`src/rtl/freq_ctrl_pkg.sv`:
```
// freq_ctrl_pkg: shared encodings and default widths for the frequency sweep sequencer
package freq_ctrl_pkg;
  localparam int SEL_W_DEF = 3;
  localparam int DWELL_W_DEF = 16;
  typedef enum logic [1:0] {MODE_UP, MODE_DOWN, MODE_WRAP, MODE_PINGPONG} mode_e;
  typedef enum logic [1:0] {ST_IDLE, ST_PEND, ST_DWELL} state_e;
endpackage

```
`src/rtl/freq_sweep_ctrl_if.sv`:
```
// freq_sweep_ctrl_if: control, divider tick and status signals of the sweep sequencer
interface freq_sweep_ctrl_if
  import freq_ctrl_pkg::*;
#(
  parameter int SEL_W = SEL_W_DEF,
  parameter int DWELL_W = DWELL_W_DEF
);
  logic start;
  logic abort;
  logic [1:0] mode;
  logic [SEL_W-1:0] sel_lo;
  logic [SEL_W-1:0] sel_hi;
  logic [DWELL_W-1:0] dwell;
  logic div_tick;
  logic [SEL_W-1:0] freq_cntrl;
  logic busy;
  logic step_pulse;
  logic done;
  logic cfg_err;
  logic forced;
  modport master (
    output start, abort, mode, sel_lo, sel_hi, dwell, div_tick,
    input freq_cntrl, busy, step_pulse, done, cfg_err, forced
  );
  modport slave (
    input start, abort, mode, sel_lo, sel_hi, dwell, div_tick,
    output freq_cntrl, busy, step_pulse, done, cfg_err, forced
  );
endinterface

```
`src/rtl/dwell_timer.sv`:
```
// dwell_timer: loadable down-counter whose expire marks the last counted cycle
module dwell_timer #(
  parameter int W = 16
) (
  input logic clk_in,
  input logic rst,
  input logic load,
  input logic en,
  input logic [W-1:0] load_val,
  output logic expire
);
  logic [W-1:0] cnt_q;
  always_ff @(posedge clk_in) begin
    if (rst) cnt_q <= '0;
    else if (load) cnt_q <= load_val;
    else if (en && cnt_q != '0) cnt_q <= cnt_q - 1'b1;
  end
  assign expire = cnt_q == W'(1);
endmodule

```
`src/rtl/freq_sweep_ctrl.sv`:
```
// freq_sweep_ctrl: steps the divider select through a range, applying changes only on period boundaries
module freq_sweep_ctrl
  import freq_ctrl_pkg::*;
#(
  parameter int SEL_W = SEL_W_DEF,
  parameter int DWELL_W = DWELL_W_DEF,
  parameter int TICK_TO = 1023,
  parameter int RESET_SEL = 0
) (
  input logic clk_in,
  input logic rst,
  freq_sweep_ctrl_if.slave bus
);
  localparam int TW = TICK_TO > 1 ? $clog2(TICK_TO + 1) : 1;
  state_e st_q, st_d;
  mode_e mode_q, mode_d;
  logic [SEL_W-1:0] freq_q, freq_d, tgt_q, tgt_d, lo_q, lo_d, hi_q, hi_d, nxt;
  logic [DWELL_W-1:0] dwell_q, dwell_d;
  logic dir_q, dir_d, step_q, step_d, done_q, done_d;
  logic cfg_err_q, cfg_err_d, forced_q, forced_d;
  logic dw_exp, to_exp, to_hit, at_lo, at_hi, pp_up, fin, bad;

  // Both timers reload whenever their state is not active, so each entry starts fresh.
  dwell_timer #(.W(DWELL_W)) u_dwell (
    .clk_in(clk_in), .rst(rst), .load(st_q != ST_DWELL), .en(st_q == ST_DWELL),
    .load_val(dwell_q), .expire(dw_exp)
  );
  dwell_timer #(.W(TW)) u_tick_to (
    .clk_in(clk_in), .rst(rst), .load(st_q != ST_PEND), .en(st_q == ST_PEND),
    .load_val(TW'(TICK_TO)), .expire(to_exp)
  );

  assign to_hit = (TICK_TO != 0) && to_exp;
  assign at_lo = freq_q == lo_q;
  assign at_hi = freq_q == hi_q;
  assign pp_up = dir_q ? !at_hi : at_lo;
  assign fin = (mode_q == MODE_UP && at_hi) || (mode_q == MODE_DOWN && at_lo);
  assign bad = bus.sel_lo > bus.sel_hi || bus.dwell == '0;
  assign nxt = (mode_q == MODE_WRAP && at_hi) ? lo_q :
               (mode_q == MODE_PINGPONG && lo_q == hi_q) ? freq_q :
               (mode_q == MODE_DOWN || (mode_q == MODE_PINGPONG && !pp_up)) ? freq_q - 1'b1 :
               freq_q + 1'b1;

  always_comb begin
    st_d = st_q;
    mode_d = mode_q;
    freq_d = freq_q;
    tgt_d = tgt_q;
    lo_d = lo_q;
    hi_d = hi_q;
    dwell_d = dwell_q;
    dir_d = dir_q;
    step_d = 1'b0;
    done_d = 1'b0;
    cfg_err_d = cfg_err_q;
    forced_d = forced_q;
    if (bus.abort) begin
      st_d = ST_IDLE;
    end else if (st_q == ST_IDLE && bus.start) begin
      mode_d = mode_e'(bus.mode);
      lo_d = bus.sel_lo;
      hi_d = bus.sel_hi;
      dwell_d = bus.dwell;
      cfg_err_d = bad;
      forced_d = 1'b0;
      st_d = bad ? ST_IDLE : ST_PEND;
      tgt_d = mode_e'(bus.mode) == MODE_DOWN ? bus.sel_hi : bus.sel_lo;
      dir_d = mode_e'(bus.mode) != MODE_DOWN;
    end else if (st_q == ST_PEND && (bus.div_tick || to_hit)) begin
      freq_d = tgt_q;
      step_d = 1'b1;
      forced_d = forced_q | !bus.div_tick;
      st_d = ST_DWELL;
    end else if (st_q == ST_DWELL && dw_exp) begin
      st_d = fin ? ST_IDLE : ST_PEND;
      done_d = fin;
      tgt_d = fin ? tgt_q : nxt;
      dir_d = mode_q == MODE_PINGPONG ? pp_up : dir_q;
    end
  end

  always_ff @(posedge clk_in) begin
    if (rst) begin
      st_q <= ST_IDLE;
      mode_q <= MODE_UP;
      freq_q <= SEL_W'(RESET_SEL);
      tgt_q <= '0;
      lo_q <= '0;
      hi_q <= '0;
      dwell_q <= '0;
      dir_q <= 1'b0;
      step_q <= 1'b0;
      done_q <= 1'b0;
      cfg_err_q <= 1'b0;
      forced_q <= 1'b0;
    end else begin
      st_q <= st_d;
      mode_q <= mode_d;
      freq_q <= freq_d;
      tgt_q <= tgt_d;
      lo_q <= lo_d;
      hi_q <= hi_d;
      dwell_q <= dwell_d;
      dir_q <= dir_d;
      step_q <= step_d;
      done_q <= done_d;
      cfg_err_q <= cfg_err_d;
      forced_q <= forced_d;
    end
  end

  assign bus.freq_cntrl = freq_q;
  assign bus.busy = st_q != ST_IDLE;
  assign bus.step_pulse = step_q;
  assign bus.done = done_q;
  assign bus.cfg_err = cfg_err_q;
  assign bus.forced = forced_q;
endmodule

```
`src/flat_wrapper.sv`:
```
// flat-port wrapper written by rule: the top's interface ports become plain ports
module freq_sweep_ctrl_flat import freq_ctrl_pkg::*;
#(
  parameter int SEL_W = SEL_W_DEF,
  parameter int DWELL_W = DWELL_W_DEF,
  parameter int TICK_TO = 1023,
  parameter int RESET_SEL = 0
)
  (clk_in, rst, bus_start, bus_abort, bus_mode, bus_sel_lo, bus_sel_hi, bus_dwell, bus_div_tick, bus_freq_cntrl, bus_busy, bus_step_pulse, bus_done, bus_cfg_err, bus_forced);
  freq_sweep_ctrl_if #(.SEL_W(SEL_W), .DWELL_W(DWELL_W)) bus_i ();
  input logic clk_in;
  input logic rst;
  input wire logic [$bits(bus_i.start)-1:0] bus_start;
  input wire logic [$bits(bus_i.abort)-1:0] bus_abort;
  input wire logic [$bits(bus_i.mode)-1:0] bus_mode;
  input wire logic [$bits(bus_i.sel_lo)-1:0] bus_sel_lo;
  input wire logic [$bits(bus_i.sel_hi)-1:0] bus_sel_hi;
  input wire logic [$bits(bus_i.dwell)-1:0] bus_dwell;
  input wire logic [$bits(bus_i.div_tick)-1:0] bus_div_tick;
  output wire logic [$bits(bus_i.freq_cntrl)-1:0] bus_freq_cntrl;
  output wire logic [$bits(bus_i.busy)-1:0] bus_busy;
  output wire logic [$bits(bus_i.step_pulse)-1:0] bus_step_pulse;
  output wire logic [$bits(bus_i.done)-1:0] bus_done;
  output wire logic [$bits(bus_i.cfg_err)-1:0] bus_cfg_err;
  output wire logic [$bits(bus_i.forced)-1:0] bus_forced;
  assign bus_i.start = bus_start;
  assign bus_i.abort = bus_abort;
  assign bus_i.mode = bus_mode;
  assign bus_i.sel_lo = bus_sel_lo;
  assign bus_i.sel_hi = bus_sel_hi;
  assign bus_i.dwell = bus_dwell;
  assign bus_i.div_tick = bus_div_tick;
  assign bus_freq_cntrl = bus_i.freq_cntrl;
  assign bus_busy = bus_i.busy;
  assign bus_step_pulse = bus_i.step_pulse;
  assign bus_done = bus_i.done;
  assign bus_cfg_err = bus_i.cfg_err;
  assign bus_forced = bus_i.forced;
  freq_sweep_ctrl #(.SEL_W(SEL_W), .DWELL_W(DWELL_W), .TICK_TO(TICK_TO), .RESET_SEL(RESET_SEL)) u_core (.clk_in(clk_in), .rst(rst), .bus(bus_i));
endmodule
```
`config.mk`:
```
export PLATFORM = sky130hd
export DESIGN_NAME = freq_sweep_ctrl_flat
export DESIGN_NICKNAME = d
export VERILOG_FILES = /design/src/rtl/freq_ctrl_pkg.sv /design/src/rtl/freq_sweep_ctrl_if.sv /design/src/rtl/dwell_timer.sv /design/src/rtl/freq_sweep_ctrl.sv /design/src/flat_wrapper.sv
export SDC_FILE = /design/constraint.sdc
export NUM_CORES = 1
export LEC_CHECK = 0
export CAP_MARGIN = 30
export CORE_MARGIN = 2
export CORE_UTILIZATION = 50
export CTS_CLUSTER_DIAMETER = 100
export DETAILED_ROUTE_END_ITERATION = 10
export PLACE_DENSITY = 0.72
export RECOVER_POWER = 25
export REMOVE_ABC_BUFFERS = 1
export SETUP_SLACK_MARGIN = 0.02
export SYNTH_ARGS = -nofsm -noshare
export SYNTH_HDL_FRONTEND = slang
export SYNTH_SLANG_ARGS = --single-unit
```
`constraint.sdc`:
```
create_clock -name clk_in -period 2.9 [get_ports clk_in]
set_input_delay 0.435 -clock clk_in [delete_from_list [all_inputs] [get_ports clk_in]]
set_output_delay 0.435 -clock clk_in [all_outputs]
set_load 0.02 [all_outputs]
```
# ---- Word-level counts from Yosys, hierarchy flattened
# Cells that the tools add are included.
dict set report classes {
  n_addsub 4
  n_mul 0
  n_div 0
  n_lt_le_gt_ge 1
  eq_ne 16
  shift 0
  mux 25
  n_bitwise 4
  reduce_logical 37
}
# operator count
set ops {}
lappend ops {{two-way mux 16 bit} 2}
lappend ops {{two-way mux 3 bit} 8}
lappend ops {{two-way mux 10 bit} 2}
lappend ops {{equality test 16 x 1 -> 1 bit, second input constant} 1}
lappend ops {{logical NOT 16 bit} 1}
lappend ops {{nonzero test 16 bit} 1}
lappend ops {{subtractor 16 x 1 -> 16 bit, second input constant} 1}
lappend ops {{nonzero test 2 bit} 6}
lappend ops {{equality test 10 x 1 -> 1 bit, second input constant} 1}
lappend ops {{logical AND 1 bit} 10}
lappend ops {{two-way mux 1 bit} 10}
lappend ops {{nonzero test 10 bit} 1}
lappend ops {{subtractor 10 x 1 -> 10 bit, second input constant} 1}
lappend ops {{equality test 3 bit} 3}
lappend ops {{AND reduction 4 bit} 2}
lappend ops {{equality test 2 x 1 -> 1 bit, second input constant} 3}
lappend ops {{equality test 2 bit, second input constant} 3}
lappend ops {{two-way mux 2 bit} 3}
lappend ops {{inequality test 2 x 1 -> 1 bit, second input constant} 3}
lappend ops {{OR reduction 5 bit} 1}
lappend ops {{logical NOT 2 bit} 2}
lappend ops {{logical OR 1 bit} 4}
lappend ops {{inequality test 2 bit, second input constant} 2}
lappend ops {{AND reduction 2 bit} 2}
lappend ops {{other kinds (10)} 14}
dict set report word_totals {
  register_bits 63
  latchBits 0
  ramBits 0
  mem_bits_ro 0
  in_bits 29
  out_inout_bits 8
  word_cells 101
  mem_count 0
}

# ---- Depth between registers and ports, before layout
# Gate-level depths: netlist of the first run.
dict set report depth {
  depth_word 13
  mapped_depth 12
  depth_no_buf 11
}

# ---- Cells and area by module
# Synthesis of the first run repeated with hierarchy kept, for this count alone.
dict set report unflattened {
  cells_unflattened 447
  area_unflattened_um2 3589.7
}
# module n_inst cells_each area_per_inst_um2 seq_area_each_um2
set modules_own_cells {}
lappend modules_own_cells {freq_sweep_ctrl 1 245 1861.8 740.7}
lappend modules_own_cells {{dwell_timer (u_core.u_dwell)} 1 124 1019.7 320.3}
lappend modules_own_cells {{dwell_timer (u_core.u_tick_to)} 1 78 708.2 200.2}

# ---- Worst setup path after synthesis of the first run
# No wires, ideal clock.
dict set report synth_timing {
  path_kind {register to register}
  start {register u_core.freq_q[0] (netlist: u_core.bus.freq_cntrl[0])}
  end {register u_core.tgt_q[2]}
  arrival_time_ps 2616
  setup_slack_ps 144
  stages_incl_launch_ff 12
  n_path_buf 1
  synth_period_minus_slack_ps 2756
  path_cell_list {dfxtp_1 > clkbuf_1 > xnor2_1 > nand3_1 > a21oi_1 > a21oi_1 > fa_1 > nand2_1 > mux2i_1 > a221o_1 > a221oi_2 > a221oi_1}
}
dict set report synth_between {
  elab_chain_len 13
  elab_cells_between_ends 22
  classes_between {add/sub: 2; eq/ne: 3; mux: 8; reduce/logical: 9}
}
# element line_no
set synth_rtl {}
lappend synth_rtl {{start, declared} freq_sweep_ctrl.sv:17} ;# logic [SEL_W-1:0] freq_q, freq_d, tgt_q, tgt_d, lo_q, lo_d, hi_q, hi_d, nxt;
lappend synth_rtl {{start signal, assigned} freq_sweep_ctrl.sv:86} ;# freq_q <= SEL_W'(RESET_SEL);
lappend synth_rtl {{start signal, assigned} freq_sweep_ctrl.sv:99} ;# freq_q <= freq_d;
lappend synth_rtl {{equality test 3 bit} freq_sweep_ctrl.sv:35} ;# assign at_hi = freq_q == hi_q;
lappend synth_rtl {{logical NOT 1 bit} freq_sweep_ctrl.sv:36} ;# assign pp_up = dir_q ? !at_hi : at_lo;
lappend synth_rtl {{two-way mux 1 bit} freq_sweep_ctrl.sv:36}
lappend synth_rtl {{logical NOT 1 bit} freq_sweep_ctrl.sv:41} ;# (mode_q == MODE_DOWN || (mode_q == MODE_PINGPONG && !pp_up)) ? freq_q - 1'b1 :
lappend synth_rtl {{logical AND 1 bit} freq_sweep_ctrl.sv:41}
lappend synth_rtl {{logical OR 1 bit} freq_sweep_ctrl.sv:41}
lappend synth_rtl {{two-way mux 3 bit} freq_sweep_ctrl.sv:41}
lappend synth_rtl {{two-way mux 3 bit} freq_sweep_ctrl.sv:40} ;# (mode_q == MODE_PINGPONG && lo_q == hi_q) ? freq_q :
lappend synth_rtl {{two-way mux 3 bit} freq_sweep_ctrl.sv:39} ;# assign nxt = (mode_q == MODE_WRAP && at_hi) ? lo_q :
lappend synth_rtl {{two-way mux 3 bit} freq_sweep_ctrl.sv:77} ;# tgt_d = fin ? tgt_q : nxt;
lappend synth_rtl {{two-way mux 3 bit} freq_sweep_ctrl.sv:74} ;# end else if (st_q == ST_DWELL && dw_exp) begin
lappend synth_rtl {{two-way mux 3 bit} freq_sweep_ctrl.sv:69} ;# end else if (st_q == ST_PEND && (bus.div_tick || to_hit)) begin
lappend synth_rtl {{two-way mux 3 bit} freq_sweep_ctrl.sv:59} ;# end else if (st_q == ST_IDLE && bus.start) begin
lappend synth_rtl {{end signal, assigned} freq_sweep_ctrl.sv:100} ;# tgt_q <= tgt_d;
lappend synth_rtl {{end, declared} freq_sweep_ctrl.sv:17}
# Several ways; a longest one is shown, not always the timed one. The select of a mux whose other input is x is not followed.
# A chain may end at the register's enable or synchronous reset.

# ---- Worst setup path in the final report of the first run
# Same ends and word-level chain as after synthesis.

==> impl_results.md, run 1 <==
* CP Cell Sequence: xor2_1, nor4_1, a21oi_2, a21oi_1, fa_1, nand2b_1, mux2i_1, a221o_1, a221oi_2, a221oi_1
* Worst flop-to-flop path endpoint: u_core.tgt_q[2]
* Post-Syn Area at 3300 um2
* Class of the tightest hold or removal check: register to register
* Share of post-route cells with drive strength above 1 at 0.0897
* Number of top-level design ports at 37
* Worst setup slack after layout at 169 ps
* Post-synthesis to final-layout area growth at 19.3%
* Worst setup path end: u_core.tgt_q[2]
* Routed wire length per instance at 15.1 um
* Crit-path slowest cell: nor4_1
* Number of DRC markers after the initial detailed-route iteration at 155
* Leakage power summed over all cells at 1.51 nW
* PwrDens at between 500 and 600 nW/um2
* Placed cell area at about 3800 um2
* Post-synth ARST share at 0
* Number of max-slew violations in the final report at 0
* Post-cts resize count at 0
* Min Tclk post-route at roughly 2700 ps
* CP Class: register to register
* Kind of end point of the critical path: register
* Chip width at ~85 um
* Relative slew slack at 0.440
* Synthesized area divided by synthesized cell count at 7.94 um2
* Final core utilization at 0.617
* Effective utilization at floorplan at 0.517
* Actual slew at the worst max-slew pin at about 840 ps
* Critical Path Max Stage Delay at approximately 470 ps
* VDD IR-drop max at ~0.3 mV
* Arrival time worst endpoint at 2950 ps
* Post-route ant nets at 0
* Buffer levels on the longest clock path at 2
* Total number of vias at roughly 3100
* DP Wirelength at between 5000 and 6000 um
* Worst flop-to-flop path startpoint: u_core.bus.freq_cntrl[0]
* Die extent in y at between 80 and 90 um
* Launching element of the worst setup path: u_core.bus.freq_cntrl[0]
* Placer congestion estimate at between 0.8 and 0.9
* Sink Count at 63
* Mapped Cells at 416
* Synth cell types at 59
* Maximum fanout along the worst path at 5
* Initial antenna violation count at 0
* Cell depth of the worst flop-to-flop path at 10
* Total Die Area at 7280 um2
* Worst-Skew Late Latency at 340 ps
* Non-filler instance count after layout at between 500 and 600
* Portion of the clock cycle consumed by the worst path in the final layout at 0.942
* Hold violation total from the final report at 0
* Clock Tree Root: clkbuf_8
* Total power after layout at roughly 2 mW
* TritonCTS clock tree: done
* Num CTS Buffers at 9
* Crit-path leading delay family: compound AO/OA/AOI/OAI gates
* Post-placement setup slack at 294 ps
* Placement Rows at 29
* # H-tree levels at 3
* Critical path buffers and inverters at 0
* Placeable Area at 6390 um2
* EDFF count, synth at 0
* GRT Overall Usage at 0.235
* Main synth FF type: dfxtp_1
* Total Wirelength at 8060 um
* Length of the first detailed-routing pass in iterations at 4
* Maximum capacitance violations at 0
* Total grt overflow at 0
* Internal reg-to-reg setup slack at 170 ps
* Setup repair bufs after CTS at 0
* Number of global-route vias before repair at 2964
* DRC Markers at 0
* Seq/Total Area, Yosys at 0.382
* Maximum clock frequency at 0.366 GHz
* Critical path launch point type: register
* Count of final setup violators at 0
* Result of the run: complete, no violations
* Register bit total from synthesis at 63
* Worst clock skew on the final layout at around 7 ps
* Post-route worst hold slack at ~460 ps
* Average vias per placed instance at around 5.7
* Count of yosys warnings during synthesis at 0
* Logic depth of the worst setup path including buffers at 10
* Final sum of negative setup slack at 0 ps
* Hold-fix buffers, CTS at 0
* Clock-pin slew reported for the worst setup and hold paths after clock tree synthesis at 70 ps
* Endpoint required time on the critical path at approximately 3100 ps
* Largest net degree at the start of global routing at 23
* ANT cells at 0
* Count of placed standard cells including taps at a little over 500
* Number of nets at the end of the flow at 491
* Global-route wire length before repair at around 14000 um
* Quantity of I/O buffers inserted on ports at 36
* Summed area of non-filler cells in the final layout at 3940 um2
state kept, by name, indices dropped and copies added (netlist names):
| signal | count |
|---|---|
| u_core.bus.forced | 1 |
| u_core.u_dwell.cnt_q | 16 |
| u_core.tgt_q | 3 |
| u_core.lo_q | 3 |
| u_core.bus.cfg_err | 1 |
| u_core.bus.done | 1 |
| u_core.mode_q | 2 |
| u_core.dir_q | 1 |
| u_core.st_q | 2 |
| u_core.dwell_q | 16 |
| u_core.bus.freq_cntrl | 3 |
| u_core.u_tick_to.cnt_q | 10 |
| u_core.bus.step_pulse | 1 |
| u_core.hi_q | 3 |
cells in the final DEF (no fill, tap or decap), types with 2 or more instances in the layout:
cell type / n
nand3_1: 9
buf_4: 12
a211oi_1: 9
dfxtp_1: 63
ha_1: 8
xnor2_1: 19
mux2i_1: 7
o41ai_1: 2
inv_1: 12
dlygate4sd3_1: 5
a21oi_1: 49
a21boi_0: 2
nor4_1: 11
o21ai_0: 13
clkbuf_8: 12
nand2b_1: 10
mux2_2: 2
clkdlybuf4s50_1: 30
nor2b_1: 4
a31oi_1: 2
or3_1: 2
and3_1: 3
nor3_1: 8
clkinv_2: 2
nor2_1: 40
xor2_1: 10
nand4_1: 3
nand2_1: 70
cell families after synthesis:
kind of cell,Yosys count,share of synthesized area
compound gates,95,0.176
buf+inv,35,0.0401
xor+xnor,29,0.0769
flops,63,0.382
simple gates,176,0.261
fa+ha+maj,9,0.0364
mux,9,0.0280
metal layers:
layer,up-vias,GRT usage,share of wire
met5,-,0,0
met2,99,0.411,0.50
met4,0,0.0779,0.016
met1,1429,0.285,0.43
li1,1515,-,-
met3,16,0.0496,0.058
layout make-up:
class                      count  area, um2
fill                         581       2440
inverter                      12       45.0
multi-input combinational    318       1910
timing repair buffer          49        449
tap                           77       96.3
clock buffer                  12        165
clock inverter                 3       17.5
sequential                    63       1260
worst min path at each step:
| stage | from | to | slack, ps | cells after the start |
|---|---|---|---|---|
| CTS | u_core.dwell_q[12] | u_core.dwell_q[12] | 460 | 2 |
| global placement | u_core.dwell_q[6] | u_core.dwell_q[6] | 440 | 2 |
| floorplan | u_core.dwell_q[0] | u_core.u_dwell.cnt_q[0] | 430 | 2 |
| detailed placement | u_core.dwell_q[12] | u_core.dwell_q[12] | 450 | 2 |
| global route | u_core.dwell_q[11] | u_core.dwell_q[11] | 480 | 2 |
| finish | u_core.dwell_q[0] | u_core.u_dwell.cnt_q[0] | 460 | 2 |
tightest hold or removal path, stage by stage, from the launching register on:
cell	delay [ps]
dfxtp_1	310
nand2_1	50
a21oi_1	50
synth_stat cells, types with 2 or more instances:
library cell,number,area share
a211oi_1,9,0.020
a21boi_0,2,0.0045
a21oi_1,50,0.076
a31oi_1,2,0.0038
and2_1,2,0.0038
and3_1,3,0.0057
clkbuf_1,21,0.024
dfxtp_1,63,0.38
ha_1,8,0.030
inv_1,12,0.014
mux2_2,2,0.0068
mux2i_1,7,0.021
nand2_1,70,0.080
nand2b_1,10,0.019
nand3_1,8,0.012
nand4_1,3,0.0057
nor2_1,41,0.047
nor2b_1,5,0.0095
nor3_1,8,0.012
nor4_1,11,0.021
o21ai_0,12,0.018
o41ai_1,2,0.0053
or3_1,2,0.0038
xnor2_1,19,0.050
xor2_1,10,0.027
power breakdown:
part	switching, mW	leakage [nW]	internal [mW]
clock network	0.342	0.0942	0.373
registers	0.0392	0.516	0.906
logic	0.184	0.898	0.155
total	0.565	1.51	1.43
No activity file was read; power rests on OpenSTA's default activity.
==> run 2: changes to the inputs <==
Settings changed: SETUP_SLACK_MARGIN 0.02 to 0.15.
==> impl_results.md, run 2 (synthesized netlist as in run 1, its figures left out) <==
* Actual slew at the worst max-slew pin at 843 ps (was 835 ps)
* Maximum capacitance violations at 0 (unchanged)
* Number of top-level design ports at 37 (unchanged)
* Buffer levels on the longest clock path at 2 (unchanged)
* Post-route ant nets at 0 (unchanged)
* Leakage power summed over all cells at 1.51 nW (about the same)
* Placer congestion estimate at 0.894 (unchanged)
* Maximum clock frequency at 0.386 GHz (was 0.366 GHz)
* Clock-pin slew reported for the worst setup and hold paths after clock tree synthesis at 70 ps (about the same)
* Post-synthesis to final-layout area growth at 20.0% (was 19.3%)
* Length of the first detailed-routing pass in iterations at 4 (unchanged)
* Relative slew slack at 0.435 (was 0.440)
* Setup repair after global routing missed its margin: no
* Count of final setup violators at 0 (unchanged)
* Worst hold path stage count at 2 (unchanged)
* Post-placement setup slack at 294 ps (unchanged)
* Arrival time worst endpoint at 2810 ps (was 2950 ps)
* Quantity of I/O buffers inserted on ports at 36 (unchanged)
* Num CTS Buffers at 9 (unchanged)
* Commonest non-fill, non-tap cell in the layout: nand2_1 (unchanged)
* Clock Tree Root: clkbuf_8 (unchanged)
* Result of the run: complete, no violations (unchanged)
* Total Die Area at 7280 um2 (unchanged)
* Number of global-route vias before repair at 2964 (unchanged)
* Routed wire length per instance at 15.1 um (about the same)
* Critical path buffers and inverters at 0 (unchanged)
* Placement Rows at 29 (unchanged)
* Share of post-route cells with drive strength above 1 at 0.0983 (was 0.0897)
* Critical Path Max Stage Delay at 450 ps (was 470 ps)
* Number of nets at the end of the flow at 492 (was 491)
* Cell depth of the worst flop-to-flop path at 10 (unchanged)
* Total Wirelength at 8070 um (was 8060 um)
* Worst clock skew on the final layout at 6.15 ps (was 7.16 ps)
* PwrDens at 506 nW/um2 (was 507 nW/um2)
* Launching element of the worst setup path: u_core.bus.freq_cntrl[2] (was u_core.bus.freq_cntrl[0])
* Number of max-slew violations in the final report at 0 (unchanged)
* Endpoint required time on the critical path at 3120 ps (was 3110 ps)
* Initial antenna violation count at 0 (unchanged)
* Worst-Skew Late Latency at 350 ps (was 340 ps)
* DRC Markers at 0 (unchanged)
* CP Cell Sequence: xnor2_1, nand3_1, a21oi_2, a21oi_1, fa_1, nand2_1, mux2i_1, a221o_1, a221oi_2, a221oi_1 (was xor2_1, nor4_1, a21oi_2, a21oi_1, fa_1, nand2b_1, mux2i_1, a221o_1, a221oi_2, a221oi_1)
* # H-tree levels at 3 (unchanged)
* Total number of vias at 3055 (was 3059)
* Portion of the clock cycle consumed by the worst path in the final layout at 0.894 (was 0.942)
* Worst flop-to-flop path startpoint: u_core.bus.freq_cntrl[2] (was u_core.bus.freq_cntrl[0])
* Crit-path leading delay family: compound AO/OA/AOI/OAI gates (unchanged)
* TritonCTS clock tree: done (unchanged)
* Largest net degree at the start of global routing at 23 (unchanged)
* Chip width at 85.3 um (unchanged)
* Class of the tightest hold or removal check: register to register (unchanged)
* Number of DRC markers after the initial detailed-route iteration at 173 (was 155)
* Global-route wire length before repair at 13500 um (unchanged)
* CP Class: register to register (unchanged)
* Average vias per placed instance at 5.71 (was 5.73)
* Crit-path slowest cell: fa_1 (was nor4_1)
* Critical path launch point type: register (unchanged)
* Effective utilization at floorplan at 0.517 (unchanged)
* VDD IR-drop max at 0.300 mV (about the same)
* Commonest cells after routing, fill and taps aside: 70 x nand2_1, 62 x dfxtp_1, 49 x a21oi_1, 40 x nor2_1, 30 x clkdlybuf4s50_1 (was 70 x nand2_1, 63 x dfxtp_1, 49 x a21oi_1, 40 x nor2_1, 30 x clkdlybuf4s50_1)
* Logic depth of the worst setup path including buffers at 10 (unchanged)
* Sink Count at 63 (unchanged)
* Die extent in y at 85.3 um (unchanged)
* Final sum of negative setup slack at 0 ps (unchanged)
* Min Tclk post-route at 2590 ps (was 2730 ps)
* GRT Overall Usage at 0.235 (unchanged)
* Maximum fanout along the worst path at 4 (was 5)
* DP Wirelength at 5890 um (unchanged)
* Placeable Area at 6390 um2 (unchanged)
* Hold violation total from the final report at 0 (unchanged)
* Kind of end point of the critical path: register (unchanged)
* Worst setup slack after layout at 306 ps (was 169 ps)
* Total grt overflow at 0 (unchanged)
* Leading registers by flop count: u_core.dwell_q: 16 flops, u_core.u_dwell.cnt_q: 16 flops, u_core.u_tick_to.cnt_q: 10 flops (unchanged)
* ANT cells at 0 (unchanged)
* HP Start: u_core.dwell_q[12] (was u_core.dwell_q[0])
## run 2: power breakdown
group / internal (mW) / switching (mW)
Sequential: 0.906 / 0.0396
Clock: 0.372 / 0.342
Combinational: 0.158 / 0.186
Total: 1.44 / 0.568
## run 2: routing by layer
| metal | up-vias | GRT usage | share of wire |
|---|---|---|---|
| li1 | 1519 | - | - |
| met1 | 1434 | 0.285 | 0.43 |
| met2 | 91 | 0.411 | 0.50 |
| met3 | 11 | 0.0496 | 0.058 |
| met4 | 0 | 0.0779 | 0.014 |
| met5 | - | 0 | 0 |
## run 2: timing repair
| item | CTS | global route |
|---|---|---|
| buffers inserted | 0 | 1 |
| gates resized for setup | 0 | 4 |
| hold buffers | 0 | 0 |
| endpoints found under the setup margin | 0 | 1 |
## run 2: metrics by stage
step	power, mW	area [um2]	std cells	utilization	hold WS (ps)
after global placement	1.30	3770	519	0.591	445
after floorplan	1.17	3220	393	-	426
final	2.00	3960	535	0.621	461
after CTS	2.01	3950	534	0.619	462
after detailed placement	1.30	3770	519	0.591	452
after global routing	2.09	3960	535	0.621	485
## run 2: worst reg2reg max path, delay by kind of cell, from the launching register on
family	cells	cell delay (ps)
AO/OA/AOI/OAI	5	1020
adder cells (fa/ha/maj)	1	450
flip-flops	1	430
AND/OR/NAND/NOR	2	300
XOR/XNOR	1	180
multiplexers	1	80
## run 2: layout make-up
class / instances / area, um2
Clock buffer: 12 / 165
Clock inverter: 3 / 17.5
Fill cell: 577 / 2420
Inverter: 12 / 45.0
Multi-Input combinational cell: 318 / 1920
Sequential cell: 63 / 1260
Tap cell: 77 / 96.3
Timing Repair Buffer: 50 / 457
## run 2: path summary, 6_finish.rpt
check	end	slack, ps
setup / recovery	u_core.tgt_q[2]	310
hold / removal	u_core.dwell_q[12]	460
setup reg to reg	u_core.tgt_q[2]	310
hold reg to reg	u_core.dwell_q[12]	460
==> run 3: changes to the inputs <==
Settings changed: ABC_CLOCK_PERIOD_IN_PS set to 2900.
==> results of run 3 <==
Same layout as run 2: the final DEF is identical, and so are final timing and power.
